## config.mk

```make
export PLATFORM = sky130hd
export DESIGN_NAME = secded_corrector
export DESIGN_NICKNAME = d
export VERILOG_FILES = /design/src/rtl/secded_corrector.sv
export SDC_FILE = /design/constraint.sdc
export NUM_CORES = 1
export LEC_CHECK = 0
export ABC_AREA = 1
export CAP_MARGIN = 40
export CORE_ASPECT_RATIO = 0.7
export CORE_MARGIN = 2
export CORE_UTILIZATION = 50
export CTS_CLUSTER_SIZE = 10
export DETAILED_ROUTE_END_ITERATION = 10
export PLACE_DENSITY_LB_ADDON = 0.3
export RECOVER_POWER = 50
export SETUP_SLACK_MARGIN = 0.5
export SKIP_CTS_REPAIR_TIMING = 1
export SYNTH_ARGS = -nofsm -noshare
export SYNTH_HDL_FRONTEND = slang
export SYNTH_SLANG_ARGS = --single-unit
```

## constraint.sdc

```tcl
create_clock -name clk -period 2.9 [get_ports clk]
set_input_delay 0.435 -clock clk [delete_from_list [all_inputs] [get_ports clk]]
set_output_delay 0.435 -clock clk [all_outputs]
set_load 0.05 [all_outputs]
```

## src/rtl/secded_corrector.sv

```systemverilog
// secded_corrector: parametrised two-stage SEC-DED decoder with valid/ready flow control.
// Saturating sec/ded counters are built only when SECDED_CORRECTOR_ERRCNT_EN is defined.
module secded_corrector #(
    parameter int unsigned DATA_W = 32,
    parameter int unsigned CNT_W  = 16,
    localparam int unsigned P0    = $clog2(DATA_W + 1),
    localparam int unsigned P     = ((2 ** P0) >= (DATA_W + P0 + 1)) ? P0 : P0 + 1
) (
    input  logic              clk,
    input  logic              rst,
    input  logic              in_valid,
    output logic              in_ready,
    input  logic [DATA_W-1:0] in_data,
    input  logic [P:0]        in_chk,
    input  logic              corr_en,
    output logic              out_valid,
    input  logic              out_ready,
    output logic [DATA_W-1:0] out_data,
    output logic              out_sec,
    output logic              out_ded,
    input  logic              cnt_clr,
    output logic [CNT_W-1:0]  sec_cnt,
    output logic [CNT_W-1:0]  ded_cnt
);

    localparam int unsigned N = DATA_W + P;

    // Codeword position of data bit j: the j-th non-power-of-two position from 3 upwards.
    function automatic int unsigned data_pos(int unsigned j);
        int unsigned cnt;
        int unsigned r;
        cnt = 0;
        r   = 0;
        for (int unsigned p = 3; p <= N; p++) begin
            if ((p & (p - 1)) != 0) begin
                if (cnt == j) r = p;
                cnt++;
            end
        end
        return r;
    endfunction

    logic              adv_c;
    logic [P-1:0]      syn_c;
    logic              par_c;

    logic              s1_valid;
    logic [DATA_W-1:0] s1_data;
    logic [P-1:0]      s1_syn;
    logic              s1_par;
    logic              s1_corr;

    logic [DATA_W-1:0] flip_c;
    logic [DATA_W-1:0] data_c;
    logic              sec_c;
    logic              ded_c;

    assign adv_c    = !out_valid || out_ready;
    assign in_ready = adv_c;

    // Syndrome: XOR of the positions of every set data and Hamming check bit.
    always_comb begin
        syn_c = '0;
        for (int unsigned i = 1; i <= P; i++) begin
            if (in_chk[i]) syn_c = syn_c ^ P'(1 << (i - 1));
        end
        for (int unsigned j = 0; j < DATA_W; j++) begin
            if (in_data[j]) syn_c = syn_c ^ P'(data_pos(j));
        end
    end

    assign par_c = ^{in_data, in_chk};

    always_ff @(posedge clk) begin
        if (rst) begin
            s1_valid <= 1'b0;
            s1_data  <= '0;
            s1_syn   <= '0;
            s1_par   <= 1'b0;
            s1_corr  <= 1'b0;
        end else if (adv_c) begin
            s1_valid <= in_valid;
            if (in_valid) begin
                s1_data <= in_data;
                s1_syn  <= syn_c;
                s1_par  <= par_c;
                s1_corr <= corr_en;
            end
        end
    end

    // Classification; check-bit positions never match a data position, so no flip there.
    always_comb begin
        sec_c  = 1'b0;
        ded_c  = 1'b0;
        flip_c = '0;
        if (s1_syn == '0) begin
            sec_c = s1_par;
        end else if (!s1_par || (s1_syn > P'(N))) begin
            ded_c = 1'b1;
        end else begin
            sec_c = 1'b1;
            for (int unsigned j = 0; j < DATA_W; j++) begin
                if (s1_syn == P'(data_pos(j))) flip_c[j] = 1'b1;
            end
        end
        data_c = s1_corr ? (s1_data ^ flip_c) : s1_data;
    end

    always_ff @(posedge clk) begin
        if (rst) begin
            out_valid <= 1'b0;
            out_data  <= '0;
            out_sec   <= 1'b0;
            out_ded   <= 1'b0;
        end else if (adv_c) begin
            out_valid <= s1_valid;
            if (s1_valid) begin
                out_data <= data_c;
                out_sec  <= sec_c;
                out_ded  <= ded_c;
            end
        end
    end

`ifdef SECDED_CORRECTOR_ERRCNT_EN
    logic fire_c;
    assign fire_c = out_valid && out_ready;

    // Counters step on the output handshake; clear wins over increment.
    always_ff @(posedge clk) begin
        if (rst || cnt_clr) begin
            sec_cnt <= '0;
            ded_cnt <= '0;
        end else if (fire_c) begin
            if (out_sec && (sec_cnt != '1)) sec_cnt <= sec_cnt + CNT_W'(1);
            if (out_ded && (ded_cnt != '1)) ded_cnt <= ded_cnt + CNT_W'(1);
        end
    end
`else
    logic unused_cnt_clr;
    assign unused_cnt_clr = cnt_clr;
    assign sec_cnt        = '0;
    assign ded_cnt        = '0;
`endif

endmodule

```

# --- Yosys cells after proc, flatten, opt, wreduce, memory -nomap -nowiden ---
# Cells that the tools add are included.
word_totals:
  output_inout_bits: 68
  inputBits: 45
  latch_bits: 0
  mem_count: 0
  ram_bits: 0
  register_bits: 76
  rom_bits: 0
  wordCells: 6273
op_classes:
  n_eq_ne: 1954
  reduce_logical: 70
  n_shift: 0
  bitwise_logic: 38
  multipliers: 0
  n_lt_le_gt_ge: 1
  n_mux: 3211
  div: 0
  addsub: 990
op_table:
  columns: ["cell", "count"]
  rows:
  - ["$mux 32", 1057]
  - ["$eq 32x5->1 const B", 992]
  - ["$add 32x1->32 const B", 990]
  - ["$eq 32x4->1 const B", 496]
  - ["$mux 6", 2017]
  - ["$eq 32x3->1 const B", 248]
  - ["$eq 32x2->1 const B", 124]
  - ["$eq 32x1->1 const B", 62]
  - ["$logic_not 32->1", 62]
  - ["$mux 3", 97]
  - ["$eq 6x6->1", 32]
  - ["$xor 6x6->6", 32]
  - ["$reduce_xor 39->1", 1]
  - ["$mux 1", 37]
  - ["$xor 32x32->32", 1]
  - ["$gt 6x6->1 const B", 1]
  - ["$logic_not 6->1", 1]
  - ["$mux 5", 1]
  - ["$not 1->1 const A", 5]
  - ["$mux 4", 1]
  - ["$reduce_and 2->1", 2]
  - ["$logic_not 1->1", 2]
  - ["$logic_or 1x1->1", 2]
  - ["$mux 2", 1]

# --- Depth between registers and ports, before layout ---
# Gate-level depths: netlist (run 1).
logic_depth:
  ltp_word: 128
  mapped_depth: 15
  mapped_depth_nobuf: 15

# --- Least setup slack after synthesis (run 1) ---
# Ideal clock, no wire load.
synth_path:
  path_type: "register -> register"
  from: "register out_valid"
  to: "register s1_data[15]"
  setup_ps: 128
  arrival_ps: 1896
  period_less_slack_ps: 2024
  slack_ps: 876
  stages_incl_launch_ff: 9
  n_path_buf: 2
  path_cell_list: "dfxtp_1 inv_1 nor2_1 inv_1 nand2_1 inv_1 clkbuf_1 clkbuf_1 a21oi_1"
synth_via:
  elab_chain_cells: 3
synth_rtl:
  columns: ["element", "line", "source"]
  rows:
  - ["start: declaration", "16", "output logic out_valid,"]
  - ["start signal: assignment", "117", "out_valid <= s1_valid;"]
  - ["$logic_not 1->1", "58", "assign adv_c = !out_valid || out_ready;"]
  - ["$logic_or 1x1->1", "58", null]
  - ["via in_ready", "12", "output logic in_ready,"]
  - ["$reduce_and 2->1 (no source line)", null, null]
  - ["end signal: assignment", "84", "s1_data <= in_data;"]
  - ["end: declaration", "48", "logic [DATA_W-1:0] s1_data;"]
# The timed path passes the listed nets, and every way through them passes these cells.
# A chain may end at the register's enable or synchronous reset.

==> impl_metrics.json, run 1 <==
{
  "finClkSkew_ns": 0.00724,
  "grt_max_degree": 40,
  "period_share": 0.812,
  "grt_pass1_wl_mm": 22.7,
  "synth_flop_cell": "dfxtp_1",
  "worst_slew_pin_slew_ns": 1.78,
  "p_seq_frac": 0.344,
  "max_cap_viol_count": 1,
  "synth_area_leader_cell": "dfxtp_1",
  "synth_top_area_frac": 0.289,
  "met3_length_mm": 1.22,
  "hp-start": "s1_valid",
  "synth_edf_count": 0,
  "drtIter0Drc": 489,
  "rows": 31,
  "antenna_found_initial": 0,
  "synth_warnings": 0,
  "avgRoutedWirePerCell_microns": 12.7,
  "ys_seq_area_frac": 0.289,
  "netlist_top_cells_count": "274 x nand2_1, 125 x nor2_1, 113 x inv_1",
  "root_buffer": "clkbuf_16",
  "crit_arrival_ns": 2.58,
  "cts_buffer_depth": 2,
  "yosysMostFrequentCell": "nand2_1",
  "hp-class": "reg2reg",
  "syn_to_final_growth_pct": 20.4,
  "p_leak_nw": 3.26,
  "power_frac_comb": 0.318,
  "power_switching_w": 0.00123,
  "dieArea_sq_um": 11400,
  "cts_made_buffers": 9,
  "nNetsFinal": 1001,
  "setup_viol": 0,
  "insertion_delay_ns": 0.34,
  "rsz0062_at_grt": "no",
  "hold_slack_ns": 0.472,
  "grt_overflow": 0,
  "crit_path_start_kind": "primary input",
  "cts_tree": "done",
  "cts_sinks": 76,
  "wl_mm": 13.9,
  "grt_util_all_layers": 0.250,
  "vdd_drop_max_v": 0.000448,
  "core_area_sq_um": 10300,
  "syn_avg_cell_area_sq_um": 5.93,
  "period_needed_ns": 2.35,
  "drv_slew": 39,
  "p_clk_frac": 0.338,
  "crit_start": "rst",
  "synth.area.top_cells": "dfxtp_1 29%, nand2_1 20%, nor2_1 8.9%",
  "fmax_mhz": 425,
  "finalHoldViolations": 0,
  "grt_pass1_vias": 4587,
  "clkTransAtPathRegs_ns": 0.06,
  "dpl.hpwl_mm": 10.8,
  "p_sw_frac": 0.356,
  "ys_ff_latch": 76,
  "viasPerCell": 4.85,
  "routed.top_layer": "met4",
  "synthesis.instances": 889,
  "violations": "max-capacitance violations, max-slew violations",
  "worstPathMaxFanout": 38,
  "status": "complete, but fails checks",
  "p_int_w": 0.00223,
  "ant_nets": 0,
  "met2_wirelength_mm": 5.54,
  "cts_max_level": 3,
  "crit_type": "in2reg",
  "antenna_cells": 0,
  "die_x_microns": 127,
  "drc": 0,
  "io_buffers": 79,
  "syn_area_sq_um": 5270,
  "max_slew_margin": -0.184,
  "routabilityCongestion": 0.967,
  "critPathRequiredTime_ns": 3.13,
  "worst_setup_path_end_kind": "register",
  "initial_core_util": 0.511,
  "pin_count": 113,
  "via_count": 5300,
  "async_flop_share": 0,
  "die_h_microns": 89.9,
  "layout-drive-gt1-share": 0.0354,
  "fin_setup_tns_ns": 0,
  "drtPass1Iterations": 5,
  "synth_cell_types": 27,
  "r2r-start": "s1_syn[5]",
  "wl_met1_mm": 6.96,
  "powerDensity_nw_per_um2": 546
}
-- worst max-delay path: stages --
cell,delay (ns)
dlygate4sd3_1,0.55
clkbuf_1,1.28
nor2_1,0.11
nand2_1,0.13
inv_1,0.05
-- final cells by class --
cell class              instances  area [sq um]
clock buffers                  10           229
inverters                     117           439
fillers                      1029          3970
clock inverters                 5          77.6
flip-flops and latches         76          1520
repair buffers                 88           853
multi-input cells             664          3060
well taps                     132           165
-- per-layer routing --
| layer | track usage | up-vias |
|---|---|---|
| li1 | - | 2780 |
| met1 | 0.376 | 2317 |
| met2 | 0.356 | 187 |
| met3 | 0.0690 | 16 |
| met4 | 0.0495 | 0 |
| met5 | 0 | - |
-- placed cells by master (no fill, tap or decap), types with 7 or more instances in the layout --
cell type | synthesis | layout
nand2_1 | 274 | 274
inv_1 | 113 | 113
clkdlybuf4s50_1 | 0 | 45
a21oi_1 | 52 | 52
nand3_1 | 43 | 43
xor2_1 | 33 | 33
buf_4 | 34 | 7
clkbuf_16 | 0 | 9
o21ai_0 | 53 | 53
o21ai_1 | 9 | 9
dfxtp_1 | 76 | 76
xnor2_1 | 28 | 28
nor2_1 | 125 | 124
dlygate4sd3_1 | 0 | 33
conb_1 | 1 | 32
-- per-stage QoR --
| step | std cells | total power [W] | instance area (sq um) | setup WS [ns] | utilization |
|---|---|---|---|---|---|
| after floorplan | 920 | 0.00204 | 5390 | 0.876 | - |
| after global placement | 1077 | 0.00230 | 6040 | 0.523 | 0.586 |
| after detailed placement | 1077 | 0.00231 | 6040 | 0.511 | 0.586 |
| after CTS | 1092 | 0.00348 | 6350 | 0.501 | 0.615 |
| after global routing | 1092 | 0.00365 | 6340 | 0.376 | 0.615 |
| final | 1092 | 0.00346 | 6340 | 0.547 | 0.615 |
-- final timing paths --
path,endpoint,slack [ns],cells after the start
setup / recovery,out_data[25],0.55,5
setup reg to reg,out_data[2],0.82,11
hold / removal,s1_valid,0.47,2
hold reg to reg,s1_valid,0.47,2
-- kinds of logic after synthesis --
family | synth area share
xor gates and xnor gates | 0.101
buffers and inverters | 0.154
DFF | 0.289
other | 0.000712
AOI/OAI and AO/OA | 0.111
and+or+nand+nor | 0.344
-- sequential cells by signal, summed over array words and instances (netlist names) --
register	count
s1_valid	1
s1_par	1
out_data	32
out_sec	1
out_ded	1
s1_syn	6
out_valid	1
s1_data	32
s1_corr	1
-- power groups by stage --
stage	registers, W	logic [W]	clock network [W]
finish	0.00119	0.00110	0.00117
floorplan	0.00132	0.000723	0
detailed placement	0.00121	0.00110	0
global placement	0.00121	0.00108	0
CTS	0.00119	0.00110	0.00118
global route	0.00120	0.00122	0.00123
No activity file was read; power rests on OpenSTA's default activity.
==> run 2, diff against run 1 <==
--- a/config.mk
+++ b/config.mk
@@ -9,7 +9,7 @@
 export CAP_MARGIN = 40
 export CORE_ASPECT_RATIO = 0.7
 export CORE_MARGIN = 2
-export CORE_UTILIZATION = 50
+export CORE_UTILIZATION = 47
 export CTS_CLUSTER_SIZE = 10
 export DETAILED_ROUTE_END_ITERATION = 10
 export PLACE_DENSITY_LB_ADDON = 0.3
==> constraint.sdc (replaced) <==
create_clock -name clk -period 2.05 [get_ports clk]
set_input_delay 0.3075 -clock clk [delete_from_list [all_inputs] [get_ports clk]]
set_output_delay 0.3075 -clock clk [all_outputs]
set_load 0.05 [all_outputs]
==> impl_metrics.json, run 2 (same netlist as run 1, synthesis figures left out) <==
{
  "viasPerCell": 4.86,
  "fill_cells": 1008,
  "fmax_mhz": 560,
  "wl_mm": 15.7,
  "met2_usage": 0.361,
  "setup_viol": 0,
  "crit_type": "reg2reg",
  "crit_arrival_ns": 2.03,
  "placed_cells": 1146,
  "routabilityCongestion": 0.950,
  "status": "completed",
  "final_common_cell": "nand2_1",
  "cts_sinks": 76,
  "hold_end": "s1_data[31]",
  "worst_setup_path_end_kind": "register",
  "period_share": 0.870,
  "ff2ff_path_depth": 12,
  "layoutNonFillerInstCount": 1170,
  "path_cells": "inv_4 -> nor2_4 -> nand2_2 -> o21ai_2 -> nand2_2 -> nor2_4 -> buf_12 -> nand2_8 -> o21ai_2 -> nand3_1 -> nand2_1 -> inv_1",
  "grt_util_all_layers": 0.252,
  "dp_slack_ns": -0.104,
  "insertion_delay_ns": 0.34,
  "cts_max_level": 3,
  "core_area_sq_um": 11000,
  "avgRoutedWirePerCell_microns": 13.4,
  "cts_buffer_depth": 2,
  "utilization": 0.657,
  "final_cell_mix": "248 x nand2_1, 115 x nor2_1, 107 x inv_1, 69 x dfxtp_1, 54 x buf_4",
  "drv_slew": 0,
  "grt_overflow": 0,
  "grt_use_met3": 0.0751,
  "p_leak_nw": 4.14,
  "crit_path_start_kind": "register",
  "crit_start": "s1_syn[2]",
  "vdd_drop_max_v": 0.000461,
  "worst_slew_pin_slew_ns": 0.847,
  "dieArea_sq_um": 12100,
  "drtIter0Drc": 451,
  "antenna_found_initial": 0,
  "reg.largest.list": "out_data: 32 flops, s1_data: 32 flops, s1_syn: 6 flops",
  "finalHoldViolations": 0,
  "ff2ff_setup_slack_ns": 0.27,
  "root_buffer": "clkbuf_16",
  "holdPathStages": 3,
  "io_buffers": 79,
  "rsz0062_at_grt": "yes",
  "ant_nets": 0,
  "clkTransAtPathRegs_ns": 0.06,
  "via_count": 5681,
  "cts_tree": "done",
  "pin_count": 113,
  "grt_pass1_wl_mm": 23.6,
  "drc": 0,
  "powerDensity_nw_per_um2": 705,
  "cts_made_buffers": 9,
  "syn_to_final_growth_pct": 36.8,
  "die_x_microns": 131,
  "grt.met1_usage": 0.372,
  "dpl.hpwl_mm": 11.3,
  "finClkSkew_ns": 0.00634,
  "top_usage_layer": "met1",
  "max_cap_viol_count": 0,
  "hp-class": "in2reg",
  "drtPass1Iterations": 5,
  "hp-start": "in_data[31]",
  "max_slew_margin": 0.436,
  "fin_ws_ns": 0.266,
  "crit_path_top_delay_cell": "dfxtp_4",
  "slowest_delay_ns": 0.36,
  "grt_max_degree": 40,
  "period_needed_ns": 1.78,
  "layout-drive-gt1-share": 0.171,
  "die_h_microns": 92.6,
  "critPathRequiredTime_ns": 2.29,
  "grt_pass1_vias": 4745,
  "rr_endpoint": "out_data[21]",
  "r2r-start": "s1_syn[2]",
  "antenna_cells": 0,
  "initial_core_util": 0.480,
  "nNetsFinal": 1058,
  "worstPathMaxFanout": 6,
  "rows": 32
}
[run 2: cell types whose count changed in the layout (fill, tap and decap cells not counted), sizes merged]
cell,change
clkdlybuf4s50,-42
dlygate4sd3,-32
buf,+55
clkbuf,+26
inv,-1
dlymetal6s2s,+50
clkinvlp,-1
bufinv,-1
clkinv,+3
[run 2: worst max-delay path by stage]
stage,endpoint,slack (ns),cells past startpoint
2_1_floorplan,out_data[21],0.51,12
3_3_place_gp,s1_syn[1],-0.07,12
3_5_place_dp,s1_syn[1],-0.10,13
4_1_cts,out_data[11],0.19,12
5_1_grt,s1_data[9],0.11,7
6_report,out_data[21],0.27,12
[run 2: per-stage QoR]
step	setup TNS, ns	area, sq um	total power, W	hold WS, ns
global placement	-0.0736	6500	0.00339	0.452
floorplan	0	5400	0.00289	0.440
finish	0	7210	0.00508	0.335
global route	0	7210	0.00535	0.359
CTS	0	6790	0.00499	0.466
detailed placement	-0.220	6500	0.00341	0.458
[run 2: worst max-delay path, delay by kind of cell (launching register included)]
| kind | cells | cell delay, ns |
|---|---|---|
| AOI/OAI and AO/OA | 2 | 0.29 |
| buffers and inverters | 3 | 0.26 |
| DFF | 1 | 0.36 |
| and+or+nand+nor | 7 | 0.76 |
[run 2: layout make-up]
| class | count | area (sq um) | share of cell area |
|---|---|---|---|
| multi-input cells | 664 | 3390 | 0.471 |
| flip-flops and latches | 76 | 1540 | 0.214 |
| repair buffers | 145 | 1340 | 0.186 |
| inverters | 117 | 454 | 0.0630 |
| clock buffers | 10 | 239 | 0.0332 |
| well taps | 153 | 191 | 0.0266 |
| clock inverters | 5 | 51.3 | 0.00712 |
[run 2: power by group]
| group | switching, W | internal [W] | total [W] |
|---|---|---|---|
| Combinational | 0.00118 | 0.000629 | 0.00181 |
| Clock | 0.000611 | 0.000962 | 0.00157 |
| Sequential | 0.0000947 | 0.00161 | 0.00170 |
[run 2: layer usage]
metal / vias up / share of wire
li1: 2896 / -
met1: 2538 / 0.47
met2: 227 / 0.42
met3: 20 / 0.093
met4: 0 / 0.016
met5: - / 0
==> run 3, diff against run 2 <==
--- a/config.mk
+++ b/config.mk
@@ -9,9 +9,10 @@
 export CAP_MARGIN = 40
 export CORE_ASPECT_RATIO = 0.7
 export CORE_MARGIN = 2
-export CORE_UTILIZATION = 47
+export CORE_UTILIZATION = 50
 export CTS_CLUSTER_SIZE = 10
 export DETAILED_ROUTE_END_ITERATION = 10
+export DONT_BUFFER_PORTS = 1
 export PLACE_DENSITY_LB_ADDON = 0.3
 export RECOVER_POWER = 50
 export SETUP_SLACK_MARGIN = 0.5
==> impl_metrics.json, run 3 (same netlist as run 1, synthesis figures left out) <==
{
  "slowest_delay_ns": 0.39,
  "hp-class": "in2reg",
  "crit_arrival_ns": 2.07,
  "avgRoutedWirePerCell_microns": 14.4,
  "finalHoldViolations": 0,
  "cts_sinks": 76,
  "rows": 31,
  "hp-start": "rst",
  "drtIter0Drc": 515,
  "insertion_delay_ns": 0.34,
  "ant_nets": 0,
  "dpl.hpwl_mm": 10.4,
  "max_cap_viol_count": 0,
  "wl_mm": 14.8,
  "drv_slew": 0,
  "worst_setup_path_end_kind": "register",
  "cts_buffer_depth": 2,
  "drtPass1Iterations": 5,
  "grt_util_all_layers": 0.246,
  "cts_max_level": 3,
  "viasPerCell": 5.13,
  "io_buffers": 0,
  "period_needed_ns": 1.83,
  "worst_slew_pin_slew_ns": 0.618,
  "die_h_microns": 89.9,
  "clkTransAtPathRegs_ns": 0.06,
  "cts_tree": "done",
  "initial_core_util": 0.511,
  "max_slew_margin": 0.584,
  "nNetsFinal": 938,
  "rsz0062_at_grt": "yes",
  "fmax_mhz": 547,
  "critPathBufInv": 3,
  "grt_overflow": 0,
  "path_cells": "inv_4 -> nor2_4 -> nand2_2 -> o21ai_2 -> nand2_2 -> nor2_4 -> buf_12 -> nand3_2 -> a21oi_2 -> o21ai_1 -> nand2_1 -> inv_1",
  "r2r-start": "s1_syn[2]",
  "core_area_sq_um": 10300,
  "crit_start": "s1_syn[2]",
  "crit_path_start_kind": "register",
  "antenna_found_initial": 0,
  "final_common_cell": "nand2_1",
  "crit_family": "simple AND/OR/NAND/NOR gates",
  "fin_setup_tns_ns": 0,
  "status": "completed",
  "period_share": 0.892,
  "dieArea_sq_um": 11400,
  "drc": 0,
  "setup_viol": 0,
  "die_x_microns": 127,
  "crit_path_top_delay_cell": "dfxtp_4",
  "place_area_sq_um": 5310,
  "powerDensity_nw_per_um2": 810,
  "routabilityCongestion": 0.934,
  "final_cell_mix": "264 x nand2_1, 119 x nor2_1, 109 x inv_1, 70 x dfxtp_1, 45 x a21oi_1",
  "pin_count": 113,
  "antenna_cells": 0,
  "reg.largest.list": "out_data: 32 flops, s1_data: 32 flops, s1_syn: 6 flops",
  "critPathRequiredTime_ns": 2.29,
  "vdd_drop_max_v": 0.000617,
  "worstPathMaxFanout": 5,
  "grt_pass1_vias": 4392,
  "grt_pass1_wl_mm": 22.3,
  "finClkSkew_ns": 0.00622,
  "utilization": 0.587,
  "crit_type": "reg2reg",
  "final_cell_area_sq_um": 6060,
  "grt_max_degree": 53,
  "root_buffer": "clkbuf_16",
  "via_count": 5281,
  "p_leak_nw": 3.06,
  "layout-drive-gt1-share": 0.111,
  "syn_to_final_growth_pct": 14.9,
  "cts_made_buffers": 9
}
==> run 3: changes by cell type in the layout (fill, tap and decap cells not counted), sizes merged <==
cell,delta
clkinv,-2
inv,+2
clkbuf,-26
clkinvlp,+1
dlymetal6s2s,-51
bufinv,+1
dlygate4sd3,-1
clkdlybuf4s50,-3
buf,-41
==> run 3: worst paths after layout <==
path	end	depth (start not counted)	slack, ns
worst min-delay path	out_valid	1	0.06
worst max register to register	out_data[18]	12	0.22
worst min register to register	s1_valid	2	0.46
worst max-delay path	out_data[18]	12	0.22
==> run 3: layout make-up <==
cell class / instances / area (sq um)
flip-flops and latches: 76 / 1540
multi-input cells: 664 / 3290
inverters: 117 / 459
repair buffers: 23 / 269
well taps: 132 / 165
repair inverters: 2 / 22.5
clock buffers: 10 / 229
fillers: 1011 / 4260
clock inverters: 5 / 77.6
==> run 3: layer usage <==
metal  track usage  wire, microns  up-vias  part of all wire
met5             0              0        -                 0
met4        0.0430            156        0             0.011
met3        0.0964           1570       18              0.11
met2         0.345           6120      227              0.41
met1         0.360           6990     2384              0.47
li1              -              -     2652                 -
==> run 3: where the power goes <==
group / total, W / switching (W) / internal (W)
Combinational: 0.00135 / 0.000887 / 0.000466
Clock: 0.00166 / 0.000604 / 0.00105
Sequential: 0.00189 / 0.000289 / 0.00161
==> run 3: per-stage QoR <==
step	total power (W)	cells	setup slack (ns)	hold WS, ns
after floorplan	0.00289	920	0.513	0.440
after global placement	0.00305	1000	0.286	0.380
after detailed placement	0.00306	1000	0.262	0.384
after CTS	0.00472	1015	0.199	0.0252
after global routing	0.00516	1029	0.103	0.0335
final	0.00491	1029	0.221	0.0553
